===== src/rtl/spi_pkg.sv =====
// Shared types and constants for the SPI master sequencer.
// Holds the FSM encoding, mode constants and the wire bit-order helper.
package spi_pkg;

  localparam int BYTE_W = 8;

  typedef enum logic [1:0] {
    IDLE     = 2'b00,
    SETUP    = 2'b01,
    TRANSFER = 2'b10,
    STOP     = 2'b11
  } state_e;

  // {cpol, cpha}
  localparam logic [1:0] MODE0 = 2'b00;
  localparam logic [1:0] MODE1 = 2'b01;
  localparam logic [1:0] MODE2 = 2'b10;
  localparam logic [1:0] MODE3 = 2'b11;

  // Byte position of the idx-th bit on the wire for the selected bit order.
  function automatic logic [2:0] wire_pos(input logic [2:0] idx, input logic lsbfe);
    return lsbfe ? idx : 3'd7 - idx;
  endfunction

endpackage


===== src/rtl/spi_baud_tick.sv =====
// Half-period tick generator: counts 0..div and pulses tick on count == div.
// A clear restarts the count so the first half-period is always full length.
module spi_baud_tick #(
  parameter int DIV_W = 8
) (
  input  logic             clk,
  input  logic             rst,
  input  logic             clear,
  input  logic [DIV_W-1:0] div,
  output logic             tick
);

  logic [DIV_W-1:0] cnt;

  assign tick = (cnt == div);

  // NOTE: flops are written with <= so every register samples pre-edge values.
  always_ff @(posedge clk) begin
    if (rst) begin
      cnt <= '0;
    end else if (clear || tick) begin
      cnt <= '0;
    end else begin
      cnt <= cnt + 1'b1;
    end
  end

endmodule


===== src/rtl/spi_master_seq.sv =====
// SPI master byte sequencer: one byte per start/ready handshake, modes 0..3,
// MSB- or LSB-first, programmable half-period; returns the received byte.
module spi_master_seq
  import spi_pkg::*;
#(
  parameter int DIV_W = 8
) (
  input  logic              clk,
  input  logic              rst,
  input  logic              start,
  input  logic [BYTE_W-1:0] tx_data,
  input  logic              cpol,
  input  logic              cpha,
  input  logic              lsbfe,
  input  logic [DIV_W-1:0]  baud_div,
  input  logic              miso,
  output logic              ready,
  output logic              ss_n,
  output logic              sclk,
  output logic              mosi,
  output logic [BYTE_W-1:0] rx_data,
  output logic              rx_valid
);

  state_e state, next_state;

  logic [BYTE_W-1:0] tx_q;
  logic [BYTE_W-1:0] rx_shift;
  logic [BYTE_W-1:0] rx_shift_nxt;
  logic              cpha_q;
  logic              lsbfe_q;
  logic [DIV_W-1:0]  baud_q;
  logic [3:0]        edge_cnt;
  logic              sclk_q;
  logic              mosi_q;

  logic              tick;
  logic              accept;
  logic              last_edge;
  logic              sample_en;
  logic              drive_en;
  logic [2:0]        bit_idx;
  logic [2:0]        drive_idx;

  spi_baud_tick #(.DIV_W(DIV_W)) u_tick (
    .clk   (clk),
    .rst   (rst),
    .clear (accept),
    .div   (baud_q),
    .tick  (tick)
  );

  assign sclk = sclk_q;
  assign mosi = mosi_q;

  always_ff @(posedge clk) begin
    if (rst) begin
      state <= IDLE;
    end else begin
      state <= next_state;
    end
  end

  // NOTE: every signal gets a default first so no path leaves one unassigned.
  always_comb begin
    next_state   = state;
    ready        = 1'b0;
    ss_n         = 1'b0;
    accept       = 1'b0;
    sample_en    = 1'b0;
    drive_en     = 1'b0;
    rx_shift_nxt = rx_shift;
    bit_idx      = edge_cnt[3:1];
    last_edge    = (edge_cnt == 4'd15);
    // cpha=0 shifts bit j on edge 2j, i.e. one bit ahead of the current pair.
    drive_idx    = cpha_q ? bit_idx : bit_idx + 3'd1;

    case (state)
      IDLE: begin
        ready  = 1'b1;
        ss_n   = 1'b1;
        accept = start;
        if (start) next_state = SETUP;
      end
      SETUP: begin
        if (tick) next_state = TRANSFER;
      end
      TRANSFER: begin
        if (tick) begin
          // An even edge_cnt is an odd edge number, i.e. a leading edge.
          sample_en = (edge_cnt[0] == cpha_q);
          drive_en  = (edge_cnt[0] != cpha_q) && !last_edge;
          if (last_edge) next_state = STOP;
        end
      end
      STOP: begin
        if (tick) next_state = IDLE;
      end
      default: next_state = IDLE;
    endcase

    if (sample_en) rx_shift_nxt[wire_pos(bit_idx, lsbfe_q)] = miso;
  end

  always_ff @(posedge clk) begin
    if (rst) begin
      tx_q     <= '0;
      rx_shift <= '0;
      rx_data  <= '0;
      rx_valid <= 1'b0;
      cpha_q   <= 1'b0;
      lsbfe_q  <= 1'b0;
      baud_q   <= '0;
      edge_cnt <= '0;
      sclk_q   <= 1'b0;
      mosi_q   <= 1'b0;
    end else begin
      rx_valid <= 1'b0;
      if (accept) begin
        tx_q     <= tx_data;
        cpha_q   <= cpha;
        lsbfe_q  <= lsbfe;
        baud_q   <= baud_div;
        edge_cnt <= '0;
        sclk_q   <= cpol;
        if (!cpha) mosi_q <= lsbfe ? tx_data[0] : tx_data[BYTE_W-1];
      end else if (state == TRANSFER && tick) begin
        sclk_q   <= ~sclk_q;
        edge_cnt <= edge_cnt + 4'd1;
        rx_shift <= rx_shift_nxt;
        if (drive_en) mosi_q <= tx_q[wire_pos(drive_idx, lsbfe_q)];
        // The final sample lands on edge 16 for cpha=1, so publish the merged value.
        if (last_edge) begin
          rx_data  <= rx_shift_nxt;
          rx_valid <= 1'b1;
        end
      end
    end
  end

endmodule


===== config.mk =====
export PLATFORM = sky130hd
export DESIGN_NAME = spi_master_seq
export DESIGN_NICKNAME = d
export VERILOG_FILES = /design/src/rtl/spi_pkg.sv /design/src/rtl/spi_baud_tick.sv /design/src/rtl/spi_master_seq.sv
export SDC_FILE = /design/constraint.sdc
export NUM_CORES = 1
export LEC_CHECK = 0
export ABC_AREA = 1
export BUFFER_PORTS_ARGS = -buffer_cell sky130_fd_sc_hd__buf_2
export CAP_MARGIN = 20
export CORE_MARGIN = 2
export CORE_UTILIZATION = 52
export DETAILED_ROUTE_END_ITERATION = 6
export GPL_ROUTABILITY_DRIVEN = 0
export PLACE_DENSITY = 0.77
export RECOVER_POWER = 25
export SLEW_MARGIN = 15
export SYNTH_ARGS = -nofsm -noshare
export SYNTH_HDL_FRONTEND = slang
export SYNTH_SLANG_ARGS = --single-unit

===== constraint.sdc =====
create_clock -name clk -period 1.6 [get_ports clk]
set_input_delay 0.08 -clock clk [delete_from_list [all_inputs] [get_ports clk]]
set_output_delay 0.08 -clock clk [all_outputs]
set_load 0.005 [all_outputs]

==> metrics.md <==
| Metric | Value |
|---|---|
| Final hold slack | between 15 and 20 ps |
| Crit Path Category | reg2reg |
| WP depth | 13 |
| Share of post-route cells with drive strength above 1 | 23.78% |
| Final setup fails | 7 |
| Post-route DRC | 0 |
| Async set-reset flop share out of synthesis | 0% |
| Ant. Diodes | 0 |
| Setup WS post-layout | -31.62 ps |
| DR iter-0 viols | 170 |
| Design area | around 3400 µm² |
| Grt met3 use | under 10% |
| Fmax | 612.9 MHz |
| Main synth FF type | dfxtp_1 |
| Mapped cell area | around 2800 µm² |
| # IOs | 36 |
| Final hold vios | 0 |
| Crit Path Max Fanout | 6 |
| Fin nets | 500 |
| Number of global-route vias before repair | between 2000 and 2500 |
| Hold Crit Class | in2reg |
| Max_slew headroom | between 60% and 70% |
| GRT overflow | 0 |
| Violated checks | setup timing |
| Routed Antenna Nets | 0 |
| Cts bufs inserted | 5 |
| Syn Nets | 450 |
| Via count | 2712 |
| Post-Route WL | ~6.5 mm |
| Area Growth Syn to Fin | 21.93% |
| Largest stage delay on the critical path | 370 ps |
| Row count | 26 |
| IO buf count | 35 |
| Post-DP HPWL | about 4.7 mm |
| Hold path startpoint | tx_data[6] |
| Cell with the most instances after synthesis | nand2_1 |
| Mapped Cells | 420 |
| Post-synth EDFFs | 0 |
| Slowest cell on crit path | dfxtp_4 |
| Routed len/inst | 11.95 µm |
| Die X | 77.32 µm |
| Period minus WS final | about 1600 ps |
| Syn_area_per_cell | between 6 and 7 µm² |
| Final period utilization | 102.0% |
| Root Buffer | clkbuf_8 |
| Initial Utilization | between 50% and 60% |
| # clock sinks | a little over 50 |
| Delay-heaviest family, CP | simple AND/OR/NAND/NOR gates |
| Placed instance area | 3097 µm² |
| Clk buf depth | 2 |
| Cell variety after synth | 31 |
| Post-synthesis sequential area ratio | a little over a third |
| Initial antenna violation count | 0 |
| FF/Latch Area | roughly 1000 µm² |
| Max-slew violation count | 0 |
| Most common cell on crit path | nand2_1 |
| Kind of end point of the critical path | flop |
| Routed vias/inst | about 5.0 |
| Max-Cap Viols | 0 |
| CTS tree | yes |
| Peak supply drop | around 0.86 mV |
| Buffer and inverter count on the worst path | 3 |
| Reg2Reg Setup Slack | -30 ps |
| RSZ-0062 raised after global routing | true |
| GRT Util Overall | 21.88% |
| Die area | between 5000 and 6000 µm² |
| Status | finished, violations left |
| CTS Hold Buffers Added | 0 |
| Clk_lat worst skew | around 310 ps |
| FF+latch count, synth | 51 |
| Critical Path Start Type | flop |
| Clock Pin Slew Worst Setup and Hold Paths | roughly 100 ps |
| Cell taking the most area after synthesis | dfxtp_1 |
| P_leak | around 1.6 nW |
| Hold Path Cell Cnt | 3 |
| Setup crit start | u_tick.cnt[5] |
| Layout fillers | around 480 |
| Multi-input gate area | 1595 µm² |
| First-pass GRT wire length | ~11 mm |
| Worst-path cell chain | inv_2 -> nand2_1 -> nand2_1 -> nand2_1 -> nor2_2 -> nand2_2 -> nor2_8 -> buf_8 -> buf_8 -> nand3_4 -> nand2_2 -> nor2_1 -> nor2_1 |
| CTS H-Tree Depth | 2 |
| GRT busiest layer | met2 |
| GR Layer Usage met2 | a little under two fifths |
| Synth top area share | around 37% |
| Die height | just under 80 µm |
| Clock skew | 7.076 ps |
| Slew @ Worst Pin | between 400 and 500 ps |
| Worst EP required | between 1500 and 2000 ps |
| Area contributors post-synth | dfxtp_1, nand2_1, nand3_1 |
| Reg2reg path depth | 13 |
| Yosys Warn Count | 0 |
| Met1 usage | between 20% and 30% |
| Crit path DAT | 1880 ps |
| RR Startpoint | u_tick.cnt[5] |
| DRT Pass-1 Iters | 5 |
| Core area | 5140 µm² |
| Most frequent cells after synthesis | nand2_1, inv_1, dfxtp_1 |
| Power Dens Cells | 1252 nW/µm² |
| Pin count of the biggest net entering global routing | 18 |
metrics by stage:
| step | setup TNS, ps | setup WS, ps | util (%) | power (mW) | cells |
|---|---|---|---|---|---|
| 2_1_floorplan | 0 | 72.85 | - | 2.733 | 420 |
| 3_3_place_gp | 0 | 17.03 | 60.25 | 3.117 | 527 |
| 3_5_place_dp | 0 | 8.391 | 60.25 | 3.161 | 527 |
| 4_1_cts | -54.80 | -18.47 | 62.63 | 4.117 | 535 |
| 5_1_grt | -2327 | -156.5 | 66.31 | 4.574 | 541 |
| 6_report | -101.3 | -31.62 | 66.31 | 4.268 | 541 |
power by group:
part	switching, mW	internal [mW]	leakage [nW]	total [mW]
combinational	0.993	0.684	1.15	1.68
sequential	0.154	1.47	0.424	1.63
clock	0.447	0.515	0.0618	0.962
worst min-delay path, stage by stage:
cell and delay, ps:
buf_2 70, o21ai_0 70, nor2_1 80
path summary, 6_finish.rpt:
kind                 to
max          rx_data[7]
min             tx_q[6]
min reg2reg     tx_q[2]
max reg2reg  rx_data[7]
cells by family (layout without fill, tap and decap cells):
logic type                 after synthesis  in the layout  share of synthesized area [%]
AOI/OAI and AO/OA                       51             51                          9.490
xor gates and xnor gates                17             17                          5.596
adders and majority gates                7              7                          3.133
buffers and inverters                   68            119                          10.03
DFF                                     51             51                          36.53
and+or+nand+nor                        226            226                          35.23
per-layer routing:
| metal | share of wire [%] | routed length, µm |
|---|---|---|
| met4 | 0.57 | 37 |
| met3 | 4.1 | 265 |
| met1 | 47 | 3014 |
| met2 | 49 | 3148 |
| met5 | 0 | 0 |
cell type report:
cell class / count / area share, %
flip-flops and latches: 51 / 30.73
well taps: 70 / 2.570
clock inverters: 2 / 1.138
inverters: 55 / 6.131
multi-input cells: 301 / 46.81
clock buffers: 6 / 2.423
repair buffers: 56 / 10.21
state kept, by name (all words and copies together) (netlist names):
signal,cells
baud_q,8
u_tick.cnt,8
edge_cnt,4
rx_data,8
lsbfe_q,1
rx_valid,1
cpha_q,1
rx_shift,8
sclk,1
tx_q,8
mosi,1
state,2
placed cells by master, fill, tap and decap left out, types with 3 or more instances in the layout:
cell type  count
xnor2_1        7
a21oi_1       20
nor2_1        43
clkbuf_1       6
o21ai_0       19
clkbuf_8       6
a21oi_2        5
nand2_2       11
dfxtp_1       34
ha_1           6
nor3b_1        3
nand3_2        3
nand2_1      110
nand3b_1       4
buf_4         17
xor2_1         8
nand3_1       42
dfxtp_2       15
buf_2         29
inv_1         48
inv_2          6
timing repair:
action                                 in CTS  in global routing
buffers inserted                            0                  6
endpoints found under the hold margin       0                  0
setup endpoints to repair                   7                 47
gates resized for setup                     1                 58
pin swaps                                   0                 19
No activity file was read; power rests on OpenSTA's default activity.
